$ cat src/rtl/vga_dither_out_if.sv
// Video bus between the pattern generator and the dithering output stage.
// Carries the 24-bit pixel with its syncs, plus the reduced-width DAC-side result.
interface vga_dither_out_if #(
   parameter int OUT_BITS = 2
);
   logic [23:0]         rgb_in;
   logic                hsync_in;
   logic                vsync_in;
   logic                de_in;
   logic [OUT_BITS-1:0] r_out;
   logic [OUT_BITS-1:0] g_out;
   logic [OUT_BITS-1:0] b_out;
   logic                hsync_out;
   logic                vsync_out;
   logic                de_out;
   logic [1:0]          frame_phase;

   modport master (
      output rgb_in, hsync_in, vsync_in, de_in,
      input  r_out, g_out, b_out, hsync_out, vsync_out, de_out, frame_phase
   );

   modport slave (
      input  rgb_in, hsync_in, vsync_in, de_in,
      output r_out, g_out, b_out, hsync_out, vsync_out, de_out, frame_phase
   );
endinterface

$ cat src/rtl/vga_dither_out.sv
// 4x4 ordered-dither output stage: 8-bit RGB reduced to OUT_BITS per channel, 2-cycle latency.
// Define VGA_DITHER_TEMPORAL_EN to rotate the dither pattern over 4 frames via frame_phase.
module vga_dither_out #(
   parameter int OUT_BITS = 2
) (
   input  logic            clk,
   input  logic            reset,
   vga_dither_out_if.slave vid
);
   localparam int SHIFT = 8 - OUT_BITS;

   logic [23:0]         rgb_s1;
   logic                hsync_s1;
   logic                vsync_s1;
   logic                de_s1;
   logic                vsync_s2;
   logic                de_s2;
   logic [1:0]          col;
   logic [1:0]          row;
   logic [1:0]          phase;
   logic                vsync_rise;
   logic                de_fall;
   logic [3:0]          thr_idx;
   logic [7:0]          thr;
   logic [OUT_BITS-1:0] r_q;
   logic [OUT_BITS-1:0] g_q;
   logic [OUT_BITS-1:0] b_q;
   logic                hsync_q;
   logic                vsync_q;
   logic                de_q;

   function automatic logic [3:0] bayer(input logic [1:0] r, input logic [1:0] c);
      logic [3:0] v;
      v = 4'd0;
      case ({r, c})
         4'h0: v = 4'd0;
         4'h1: v = 4'd8;
         4'h2: v = 4'd2;
         4'h3: v = 4'd10;
         4'h4: v = 4'd12;
         4'h5: v = 4'd4;
         4'h6: v = 4'd14;
         4'h7: v = 4'd6;
         4'h8: v = 4'd3;
         4'h9: v = 4'd11;
         4'hA: v = 4'd1;
         4'hB: v = 4'd9;
         4'hC: v = 4'd15;
         4'hD: v = 4'd7;
         4'hE: v = 4'd13;
         4'hF: v = 4'd5;
         default: v = 4'd0;
      endcase
      return v;
   endfunction

   // Saturating add keeps full-scale input at full-scale output instead of wrapping.
   function automatic logic [OUT_BITS-1:0] quant(input logic [7:0] ch, input logic [7:0] t);
      logic [8:0] sum;
      logic [7:0] sat;
      sum = {1'b0, ch} + {1'b0, t};
      sat = sum[8] ? 8'hFF : sum[7:0];
      return OUT_BITS'(sat >> SHIFT);
   endfunction

   assign vsync_rise = vsync_s1 & ~vsync_s2;
   assign de_fall    = de_s2 & ~de_s1;

   // Threshold is computed wide so that large matrix entries survive the upshift.
   assign thr_idx = bayer(row, col) + {phase, 2'b00};
   assign thr     = 8'(({8'd0, thr_idx} << SHIFT) >> 4);

   always_ff @(posedge clk) begin
      if (reset) begin
         rgb_s1   <= '0;
         hsync_s1 <= 1'b0;
         vsync_s1 <= 1'b0;
         de_s1    <= 1'b0;
         vsync_s2 <= 1'b0;
         de_s2    <= 1'b0;
      end else begin
         rgb_s1   <= vid.rgb_in;
         hsync_s1 <= vid.hsync_in;
         vsync_s1 <= vid.vsync_in;
         de_s1    <= vid.de_in;
         vsync_s2 <= vsync_s1;
         de_s2    <= de_s1;
      end
   end

   always_ff @(posedge clk) begin
      if (reset) begin
         col <= 2'd0;
         row <= 2'd0;
      end else begin
         col <= de_s1 ? col + 2'd1 : 2'd0;
         if (vsync_rise)
            row <= 2'd0;
         else if (de_fall)
            row <= row + 2'd1;
      end
   end

`ifdef VGA_DITHER_TEMPORAL_EN
   always_ff @(posedge clk) begin
      if (reset)
         phase <= 2'd0;
      else if (vsync_rise)
         phase <= phase + 2'd1;
   end
`else
   assign phase = 2'd0;
`endif

   always_ff @(posedge clk) begin
      if (reset) begin
         r_q     <= '0;
         g_q     <= '0;
         b_q     <= '0;
         hsync_q <= 1'b0;
         vsync_q <= 1'b0;
         de_q    <= 1'b0;
      end else begin
         r_q     <= de_s1 ? quant(rgb_s1[7:0], thr)   : '0;
         g_q     <= de_s1 ? quant(rgb_s1[15:8], thr)  : '0;
         b_q     <= de_s1 ? quant(rgb_s1[23:16], thr) : '0;
         hsync_q <= hsync_s1;
         vsync_q <= vsync_s1;
         de_q    <= de_s1;
      end
   end

   assign vid.r_out       = r_q;
   assign vid.g_out       = g_q;
   assign vid.b_out       = b_q;
   assign vid.hsync_out   = hsync_q;
   assign vid.vsync_out   = vsync_q;
   assign vid.de_out      = de_q;
   assign vid.frame_phase = phase;
endmodule

$ cat src/flat_wrapper.sv
// flat-port wrapper written by rule: the top's interface ports become plain ports
module vga_dither_out_flat 
#(
   parameter int OUT_BITS = 2
)
  (clk, reset, vid_rgb_in, vid_hsync_in, vid_vsync_in, vid_de_in, vid_r_out, vid_g_out, vid_b_out, vid_hsync_out, vid_vsync_out, vid_de_out, vid_frame_phase);
  vga_dither_out_if #(.OUT_BITS(OUT_BITS)) vid_i ();
  input  logic clk;
  input  logic reset;
  input wire logic [$bits(vid_i.rgb_in)-1:0] vid_rgb_in;
  input wire logic [$bits(vid_i.hsync_in)-1:0] vid_hsync_in;
  input wire logic [$bits(vid_i.vsync_in)-1:0] vid_vsync_in;
  input wire logic [$bits(vid_i.de_in)-1:0] vid_de_in;
  output wire logic [$bits(vid_i.r_out)-1:0] vid_r_out;
  output wire logic [$bits(vid_i.g_out)-1:0] vid_g_out;
  output wire logic [$bits(vid_i.b_out)-1:0] vid_b_out;
  output wire logic [$bits(vid_i.hsync_out)-1:0] vid_hsync_out;
  output wire logic [$bits(vid_i.vsync_out)-1:0] vid_vsync_out;
  output wire logic [$bits(vid_i.de_out)-1:0] vid_de_out;
  output wire logic [$bits(vid_i.frame_phase)-1:0] vid_frame_phase;
  assign vid_i.rgb_in = vid_rgb_in;
  assign vid_i.hsync_in = vid_hsync_in;
  assign vid_i.vsync_in = vid_vsync_in;
  assign vid_i.de_in = vid_de_in;
  assign vid_r_out = vid_i.r_out;
  assign vid_g_out = vid_i.g_out;
  assign vid_b_out = vid_i.b_out;
  assign vid_hsync_out = vid_i.hsync_out;
  assign vid_vsync_out = vid_i.vsync_out;
  assign vid_de_out = vid_i.de_out;
  assign vid_frame_phase = vid_i.frame_phase;
  vga_dither_out #(.OUT_BITS(OUT_BITS)) u_core (.clk(clk), .reset(reset), .vid(vid_i));
endmodule
$ cat config.mk
export PLATFORM = sky130hd
export DESIGN_NAME = vga_dither_out_flat
export DESIGN_NICKNAME = d
export VERILOG_FILES = /design/src/rtl/vga_dither_out_if.sv /design/src/rtl/vga_dither_out.sv /design/src/flat_wrapper.sv
export SDC_FILE = /design/constraint.sdc
export NUM_CORES = 1
export LEC_CHECK = 0
export ABC_CLOCK_PERIOD_IN_PS = 1800
export CAP_MARGIN = 20
export CORE_ASPECT_RATIO = 0.9
export CORE_MARGIN = 1
export CORE_UTILIZATION = 45
export DETAILED_ROUTE_END_ITERATION = 12
export MAX_ROUTING_LAYER = met4
export PLACE_DENSITY_LB_ADDON = 0.25
export SLEW_MARGIN = 20
export SYNTH_ARGS = -nofsm -noshare
export SYNTH_HDL_FRONTEND = slang
export SYNTH_SLANG_ARGS = --single-unit
$ cat constraint.sdc
create_clock -name clk -period 1.8 [get_ports clk]
set_input_delay 0.27 -clock clk [delete_from_list [all_inputs] [get_ports clk]]
set_output_delay 0.27 -clock clk [all_outputs]
set_load 0.05 [all_outputs]
# After elaboration in Yosys (flattened, before gate mapping)
# Memories as Yosys holds them, arrays and structs flattened.
# Index checks and enable logic that the tools add are counted.
[totals]
n_memories = 1
romBits = 64
register_bits = 40
out_inout_bits = 11
in_bits = 29
wordCells = 27
[memory_table]
columns = ["name", "words", "word_bits", "rd", "rd_ports_with_merged_regs", "wr", "line_no", "text"]
rows = [
  ["(name not given)", 16, 4, 1, 0, 0, "vga_dither_out.sv:35", "case ({r, c})"],
]
[classes]
reduce_logical = 2
muxes = 3
add_sub_neg = 5
n_bitwise = 4
[op_table]
columns = ["operator", "n"]
rows = [
  ["8-bit by 6-bit adder with 9-bit output", 3],
  ["8-bit 2-to-1 mux", 3],
  ["2-bit by 1-bit adder with 2-bit output (second input constant)", 2],
  ["2-bit OR reduction", 2],
  ["1-bit AND", 2],
  ["1-bit inverter", 2],
]

# Depth between registers and ports, before layout
# Gate-level depths: netlist of run 1.
[logic_depth]
depth_word = 3
depth_mapped = 5
mapped_depth_nobuf = 5

# Worst setup path before layout of run 1
# Ideal clock, no wire load.
[synth_timing]
kind = "reg-to-reg"
from = "reg u_core.row[1]"
to = "reg u_core.g_q[0] (netlist: u_core.vid.g_out[0])"
setup_time_ns = 0.127
arrival_time_ns = 1.403
synth_period_minus_slack_ns = 1.530
path_stages_with_launch = 6
required_ns = 1.673
n_path_buf = 0
slack_ns = 0.270
cell_sequence = "dfxtp_1 > xor2_1 > ha_1 > and4_1 > nor4_1 > nor3b_2"
[synth_via]
elab_chain_len = 3
[synth_lines]
columns = ["item", "line_no", "text"]
rows = [
  ["from (decl)", "vga_dither_out.sv:19", "logic [1:0] row;"],
  ["from (signal assigned)", "vga_dither_out.sv:100", "row <= row + 2'd1;"],
  ["memory 16 x 4 bit", "n/a", ""],
  ["8-bit by 6-bit adder with 9-bit output", "vga_dither_out.sv:61", "sum = {1'b0, ch} + {1'b0, t};"],
  ["8-bit 2-to-1 mux", "vga_dither_out.sv:62", "sat = sum[8] ? 8'hFF : sum[7:0];"],
  ["to (signal assigned)", "vga_dither_out.sv:125", "g_q <= de_s1 ? quant(rgb_s1[15:8], thr) : '0;"],
  ["to (decl)", "vga_dither_out.sv:26", "logic [OUT_BITS-1:0] g_q;"],
]
# No other way between the ends.
# A chain may end at the register's enable or synchronous reset.

# Worst setup path after layout of run 1
[layout_timing]
from = "reg u_core.hsync_q (netlist: u_core.vid.hsync_out)"
to = "out vid_hsync_out"
[layout_rtl]
columns = ["item", "line_no", "text"]
rows = [
  ["from (decl)", "vga_dither_out.sv:28", "logic hsync_q;"],
  ["from (signal assigned)", "vga_dither_out.sv:127", "hsync_q <= hsync_s1;"],
  ["to (decl)", "flat_wrapper.sv:17", "output wire logic [$bits(vid_i.hsync_out)-1:0] vid_hsync_out;"],
]
# No word-level cell between the ends.

==> results.yml, run 1 <==
status:
  status: "complete, but fails checks"
  violations: "design-rule violations"
detailed_routing:
  ant_nets: 0
  drt_pass1_iterations: 7
  drt-total-wl_um: 2230
  via_per_inst: 4.94
  drcViolationCount: 1
  dr_total_vias: 913
  drtIter0Drc: 9
  wl_per_cell_um: 12.0
power:
  seq_power_share_pct: 52.8
  p_comb_share_pct: 10.6
  vdd_drop_max_mv: 0.545
  p_sw_share_pct: 21.1
  clkPwrFrac_pct: 36.7
  total_power_mw: 1.51
  p_int_mw: 1.20
  power.switching_mw: 0.319
  cellLeakagePower_nw: 0.778
  power_density_nw_per_um2: 883
timing:
  post-route-min-period_ns: 1.73
  tightest_slew_ns: 0.499
  max_freq_mhz: 578
  drv_slew: 0
  setup_viol: 0
  finalClockSkew_ns: 0.0122
  max-slew-margin-rel_pct: 66.7
  hold_viol: 0
  rsz0062_at_grt: "false"
  tns_ns: 0
  fin_crit_sh_pct: 96.1
clock_network:
  cts_buffers: 5
  cts_sinks: 34
  clk_latency_ns: 0.33
  cts_root_buf: "clkbuf_4"
  clk_pin_slew_ns: 0.09
  h-tree-depth: 2
  cts_setup_buffers: 0
  cts_tree: "built"
  clk_path_buf_depth: 2
synthesis:
  synth_area_per_cell_um2: 10.8
  postSynthCellCount: 118
  ys_ff_latch: 34
  synthArstFlopShare_pct: 0
  synthFlopType: "dfxtp_1"
  synth_warnings: 0
  yosysSeqAreaShare_pct: 53.5
  syn_area_um2: 1270
  synth_edf_count: 0
  netlist-cell-type-count: 27
worst_hold_path:
  worstHoldStart: "u_core.hsync_s1$_SDFF_PP0_"
  hold_path.class: "reg2reg"
floorplan:
  die-area_um2: 3040
  ios: 40
  core_um2: 2550
  start_util_pct: 49.8
  die_h_um: 52.4
  row_count: 17
  fp.dieW_um: 58.0
setup_path:
  cp.required_ns: 1.53
  critical_path_class: "reg2out"
  crit_family: "buffers and inverters"
  critPathMaxFanout: 1
  max_stage_delay_ns: 0.80
  worstPathArrival_ns: 1.46
  end_kind: "output pin"
  start_kind: "register"
  r2r_start: "u_core.col[0]$_SDFF_PP0_"
  worstSetupStartpoint: "u_core.vid.hsync_out$_SDFF_PP0_"
  r2r_slack_ns: 0.18
  path_cells: "clkdlybuf4s50_1"
  slowest_stage: "clkdlybuf4s50_1"
  critPathBufInv: 1
finish:
  diodes: 0
  syn2layout_area_growth_pct: 34.8
  layout_commonest_cell: "dfxtp_1"
  drive_above_1_share_pct: 11.5
  nets: 195
  final_cell_mix: "dfxtp_1, clkdlybuf4s50_1, nor2b_1, ha_1, o21ai_0"
global_routing:
  grt_pass1_wl_um: 3660
  grt_pass1_vias: 898
  antenna_found_initial: 0
  met2_usage_pct: 30.3
  grt_usage_pct: 17.5
  busiest_layer: "met2"
  met3_usage_pct: 8.89
  overflow: 0
  grtUsageMet1_pct: 16.6
  grt_max_degree: 25
job:
  max_cap_violations: 0
placed_design:
  io_buffers: 31
  gp_congestion: 0.724
  hpwl_um: 1680
[worst paths after layout]
path | end | depth (start not counted)
min reg2reg | u_core.vid.hsync_out$_SDFF_PP0_ | 1
max | vid_hsync_out | 1
max reg2reg | u_core.vid.r_out[0]$_SDFF_PP0_ | 5
min | u_core.vid.hsync_out$_SDFF_PP0_ | 1
[area by class of cell]
cell class,instances,area (µm²)
tap,28,35.0
clock buffer,6,51.3
inverter,5,18.8
timing repair buffer,35,345
clock inverter,1,30.0
fill,205,838
multi-input combinational,76,553
sequential,34,681
[cells by family after synthesis]
logic type | share of synthesized area, %
compound gates | 8.17
xor+xnor | 3.45
fa+ha+maj | 8.86
buf+inv | 3.25
flops | 53.5
mux | 1.57
other cells | 0.295
simple gates | 20.9
[timing repair]
item | in CTS | in global routing
setup endpoints to repair | 0 | 2
hold buffers | 0 | 0
gates resized for setup | 0 | 2
[cells in the mapped netlist (3+ instances only)]
| cell | number | area share (%) |
|---|---|---|
| nor2b_1 | 21 | 10 |
| nor3_1 | 3 | 1.2 |
| nand2_1 | 4 | 1.2 |
| nor2_1 | 5 | 1.5 |
| o21ai_0 | 6 | 2.4 |
| inv_1 | 5 | 1.5 |
| xor2_1 | 3 | 2.1 |
| dfxtp_1 | 34 | 54 |
| ha_1 | 9 | 8.9 |
| and2b_2 | 3 | 2.1 |
[power by group through the flow]
stage,Sequential (mW),Combinational (mW),Clock [mW]
floorplan,0.831,0.0728,0
global placement,0.815,0.154,0
detailed placement,0.816,0.161,0
CTS,0.799,0.163,0.569
global route,0.803,0.175,0.610
finish,0.799,0.160,0.555
[metrics by stage]
step / area (µm²) / utilization [%] / cells / hold WS, ns / worst slack (ns)
global placement: 1630 / 63.8 / 178 / 0.431 / 0.263
CTS: 1710 / 67.0 / 185 / 0.466 / 0.00398
global route: 1710 / 67.2 / 185 / 0.456 / 0.0112
finish: 1710 / 67.2 / 185 / 0.466 / 0.0696
floorplan: 1270 / - / 119 / 0.398 / 0.270
detailed placement: 1630 / 63.8 / 178 / 0.450 / 0.198
[metal layers]
layer  part of all wire (%)  wire length, µm
met1                     43              955
met2                     50             1110
met3                    5.8              128
met4                    1.5               33
met5                      0                0
[flip-flops by register name, summed over array words and instances, names as in the netlist]
signal	cells
u_core.vid.g_out	2
u_core.vid.b_out	2
u_core.vid.r_out	2
u_core.vsync_s2	1
u_core.vid.hsync_out	1
u_core.de_s2	1
u_core.de_s1	1
u_core.hsync_s1	1
u_core.col	2
u_core.row	2
u_core.vsync_s1	1
u_core.rgb_s1	18
Power figures use the tool's default switching activity.
==> inputs of run 2 (changes only) <==
--- a/config.mk
+++ b/config.mk
@@ -5,11 +5,11 @@
 export SDC_FILE = /design/constraint.sdc
 export NUM_CORES = 1
 export LEC_CHECK = 0
-export ABC_CLOCK_PERIOD_IN_PS = 1800
+export ABC_CLOCK_PERIOD_IN_PS = 2200
 export CAP_MARGIN = 20
 export CORE_ASPECT_RATIO = 0.9
 export CORE_MARGIN = 1
-export CORE_UTILIZATION = 45
+export CORE_UTILIZATION = 48
 export DETAILED_ROUTE_END_ITERATION = 12
 export MAX_ROUTING_LAYER = met4
 export PLACE_DENSITY_LB_ADDON = 0.25
==> constraint.sdc (replaced) <==
create_clock -name clk -period 2.2 [get_ports clk]
set_input_delay 0.33 -clock clk [delete_from_list [all_inputs] [get_ports clk]]
set_output_delay 0.33 -clock clk [all_outputs]
set_load 0.05 [all_outputs]
==> run 2 against run 1 <==
- the flow now finishes without violations
- critical path type unchanged
- register-to-register slack better by 0.25 ns
- first-iteration DRC count is 33% lower
- largest cell class unchanged
- combinational power is 20% lower
- die area is 6.0% lower
- clock power is 17% lower
- global-route usage is 0.095 points lower
==> results.yml, run 2 (synthesized netlist as in run 1, its figures left out) <==
finish:
  layout_commonest_cell: "dfxtp_1"
  nets: 192
  drive_above_1_share_pct: 10.3
  diodes: 0
  filler_cell_count: 220
  final_cell_mix: "dfxtp_1, clkdlybuf4s50_1, nor2b_1, ha_1, o21ai_0"
  fin_area_um2: 1690
  regMostFlops: "u_core.rgb_s1"
  largest_reg_flops: 18
  syn2layout_area_growth_pct: 32.8
timing:
  post-route-min-period_ns: 1.85
  tightest_slew_ns: 0.511
  fin_crit_sh_pct: 84.1
  tns_ns: 0
  setup_ws_ns: 0.350
  rsz0062_at_grt: "false"
  setup_viol: 0
  max_freq_mhz: 541
  finalClockSkew_ns: 0.00394
  drv_slew: 0
  max-slew-margin-rel_pct: 65.9
  hold_viol: 0
floorplan:
  fp.dieW_um: 56.2
  row_count: 17
  die_h_um: 50.8
  start_util_pct: 51.1
  core_um2: 2490
  ios: 40
  die-area_um2: 2860
worst_hold_path:
  worstHoldStart: "u_core.hsync_s1$_SDFF_PP0_"
  hold_end: "u_core.vid.hsync_out$_SDFF_PP0_"
  hold_path.class: "reg2reg"
  min_path_cells: 1
power:
  power.switching_mw: 0.291
  vdd_drop_max_mv: 0.606
  seq_power_share_pct: 52.7
  total_power_mw: 1.24
  p_comb_share_pct: 10.3
  cellLeakagePower_nw: 0.722
  p_int_mw: 0.951
  p_sw_share_pct: 23.5
  power_density_nw_per_um2: 736
  clkPwrFrac_pct: 37.0
setup_path:
  slowest_stage: "clkdlybuf4s50_1"
  worstPathArrival_ns: 1.52
  crit_family: "buffers and inverters"
  start_kind: "register"
  r2r_slack_ns: 0.43
  rr_worst_depth: 5
  max_stage_delay_ns: 0.82
  r2r-end: "u_core.vid.g_out[0]$_SDFF_PP0_"
  r2r_start: "u_core.row[1]$_SDFFE_PP0P_"
  critPathMaxFanout: 3
  cp.required_ns: 1.87
  path_cells: "clkdlybuf4s50_1"
  end_kind: "output pin"
  critical_path_class: "reg2out"
  critPathBufInv: 1
placed_design:
  dp_worst_setup_slack_ns: 0.443
  hpwl_um: 1670
  gp_congestion: 0.722
  placed_area_um2: 1610
  io_buffers: 31
clock_network:
  cts_root_buf: "clkbuf_4"
  clk_latency_ns: 0.33
  holdBufCountCts: 0
  cts_setup_buffers: 0
  clk_path_buf_depth: 2
  ctsResizeCount: 0
  cts_tree: "built"
  cts_buffers: 5
  clk_pin_slew_ns: 0.11
  h-tree-depth: 2
  cts_sinks: 34
global_routing:
  grt_pass1_vias: 907
  grt_pass1_wl_um: 3620
  overflow: 0
  grt_usage_pct: 17.4
  antenna_found_initial: 0
  grt_max_degree: 25
detailed_routing:
  drcViolationCount: 0
  drtIter0Drc: 6
  ant_nets: 0
  drt_pass1_iterations: 4
  drt-total-wl_um: 2190
  dr_total_vias: 884
  wl_per_cell_um: 12.0
  via_per_inst: 4.83
status:
  status: "finished clean"
job:
  max_cap_violations: 0
-- run 2: power by group through the flow --
stage               logic [mW]  clock network (mW)  registers [mW]
detailed placement       0.129                   0           0.669
global placement         0.123                   0           0.668
global route             0.140               0.487           0.658
CTS                      0.129               0.463           0.655
floorplan               0.0596                   0           0.680
finish                   0.128               0.459           0.655
-- run 2: per-layer routing --
layer  wire [µm]  track usage [%]  share of wire [%]  vias to the layer above
met5           0                -                  0                        -
met4          26             8.13                1.2                        0
met3         121             5.82                5.5                        5
met2        1090             32.1                 50                       26
met1         952             16.5                 43                      392
li1            -                -                  -                      461
-- run 2: worst max path at each step --
stage / start / to / cells after the start
CTS: u_core.de_s2$_SDFF_PP0_ / vid_de_out / 1
finish: u_core.de_s2$_SDFF_PP0_ / vid_de_out / 1
global route: u_core.row[1]$_SDFFE_PP0P_ / u_core.vid.g_out[0]$_SDFF_PP0_ / 5
global placement: u_core.row[1]$_SDFFE_PP0P_ / u_core.vid.g_out[0]$_SDFF_PP0_ / 5
detailed placement: u_core.row[1]$_SDFFE_PP0P_ / u_core.vid.g_out[0]$_SDFF_PP0_ / 5
floorplan: u_core.row[1]$_SDFFE_PP0P_ / u_core.vid.g_out[0]$_SDFF_PP0_ / 5
-- run 2: layout make-up --
| cell class | instances | area [µm²] | area share, % |
|---|---|---|---|
| clock buffer | 5 | 37.5 | 2.22 |
| clock inverter | 3 | 45.0 | 2.67 |
| inverter | 5 | 18.8 | 1.11 |
| multi-input combinational | 76 | 553 | 32.8 |
| sequential | 34 | 681 | 40.3 |
| tap | 28 | 35.0 | 2.08 |
| timing repair buffer | 32 | 318 | 18.8 |
-- run 2: through the flow --
stage          hold slack (ns)  std cells  util [%]
6_report                 0.463        183      67.8
5_1_grt                  0.474        183      67.8
4_1_cts                  0.467        183      67.8
3_5_place_dp             0.449        175      64.5
3_3_place_gp             0.429        175      64.5
2_1_floorplan            0.414        119         -
-- run 2: worst register-to-register path, delay by kind of cell (launching register included) --
family / cells / cell delay [ns]
and+or+nand+nor: 3 / 0.61
xor gates and xnor gates: 1 / 0.32
DFF: 1 / 0.44
adders and majority gates: 1 / 0.30
==> inputs of run 3 (changes only) <==
--- a/config.mk
+++ b/config.mk
@@ -5,11 +5,11 @@
 export SDC_FILE = /design/constraint.sdc
 export NUM_CORES = 1
 export LEC_CHECK = 0
-export ABC_CLOCK_PERIOD_IN_PS = 2200
+export ABC_CLOCK_PERIOD_IN_PS = 1800
 export CAP_MARGIN = 20
 export CORE_ASPECT_RATIO = 0.9
 export CORE_MARGIN = 1
-export CORE_UTILIZATION = 48
+export CORE_UTILIZATION = 45
 export DETAILED_ROUTE_END_ITERATION = 12
 export MAX_ROUTING_LAYER = met4
 export PLACE_DENSITY_LB_ADDON = 0.25
==> constraint.sdc (replaced) <==
create_clock -name clk -period 1.8 [get_ports clk]
set_input_delay 0.27 -clock clk [delete_from_list [all_inputs] [get_ports clk]]
set_output_delay 0.27 -clock clk [all_outputs]
set_load 0.05 [all_outputs]
==> results of run 3 <==
Final layout, timing and power as in run 1 (identical DEF).
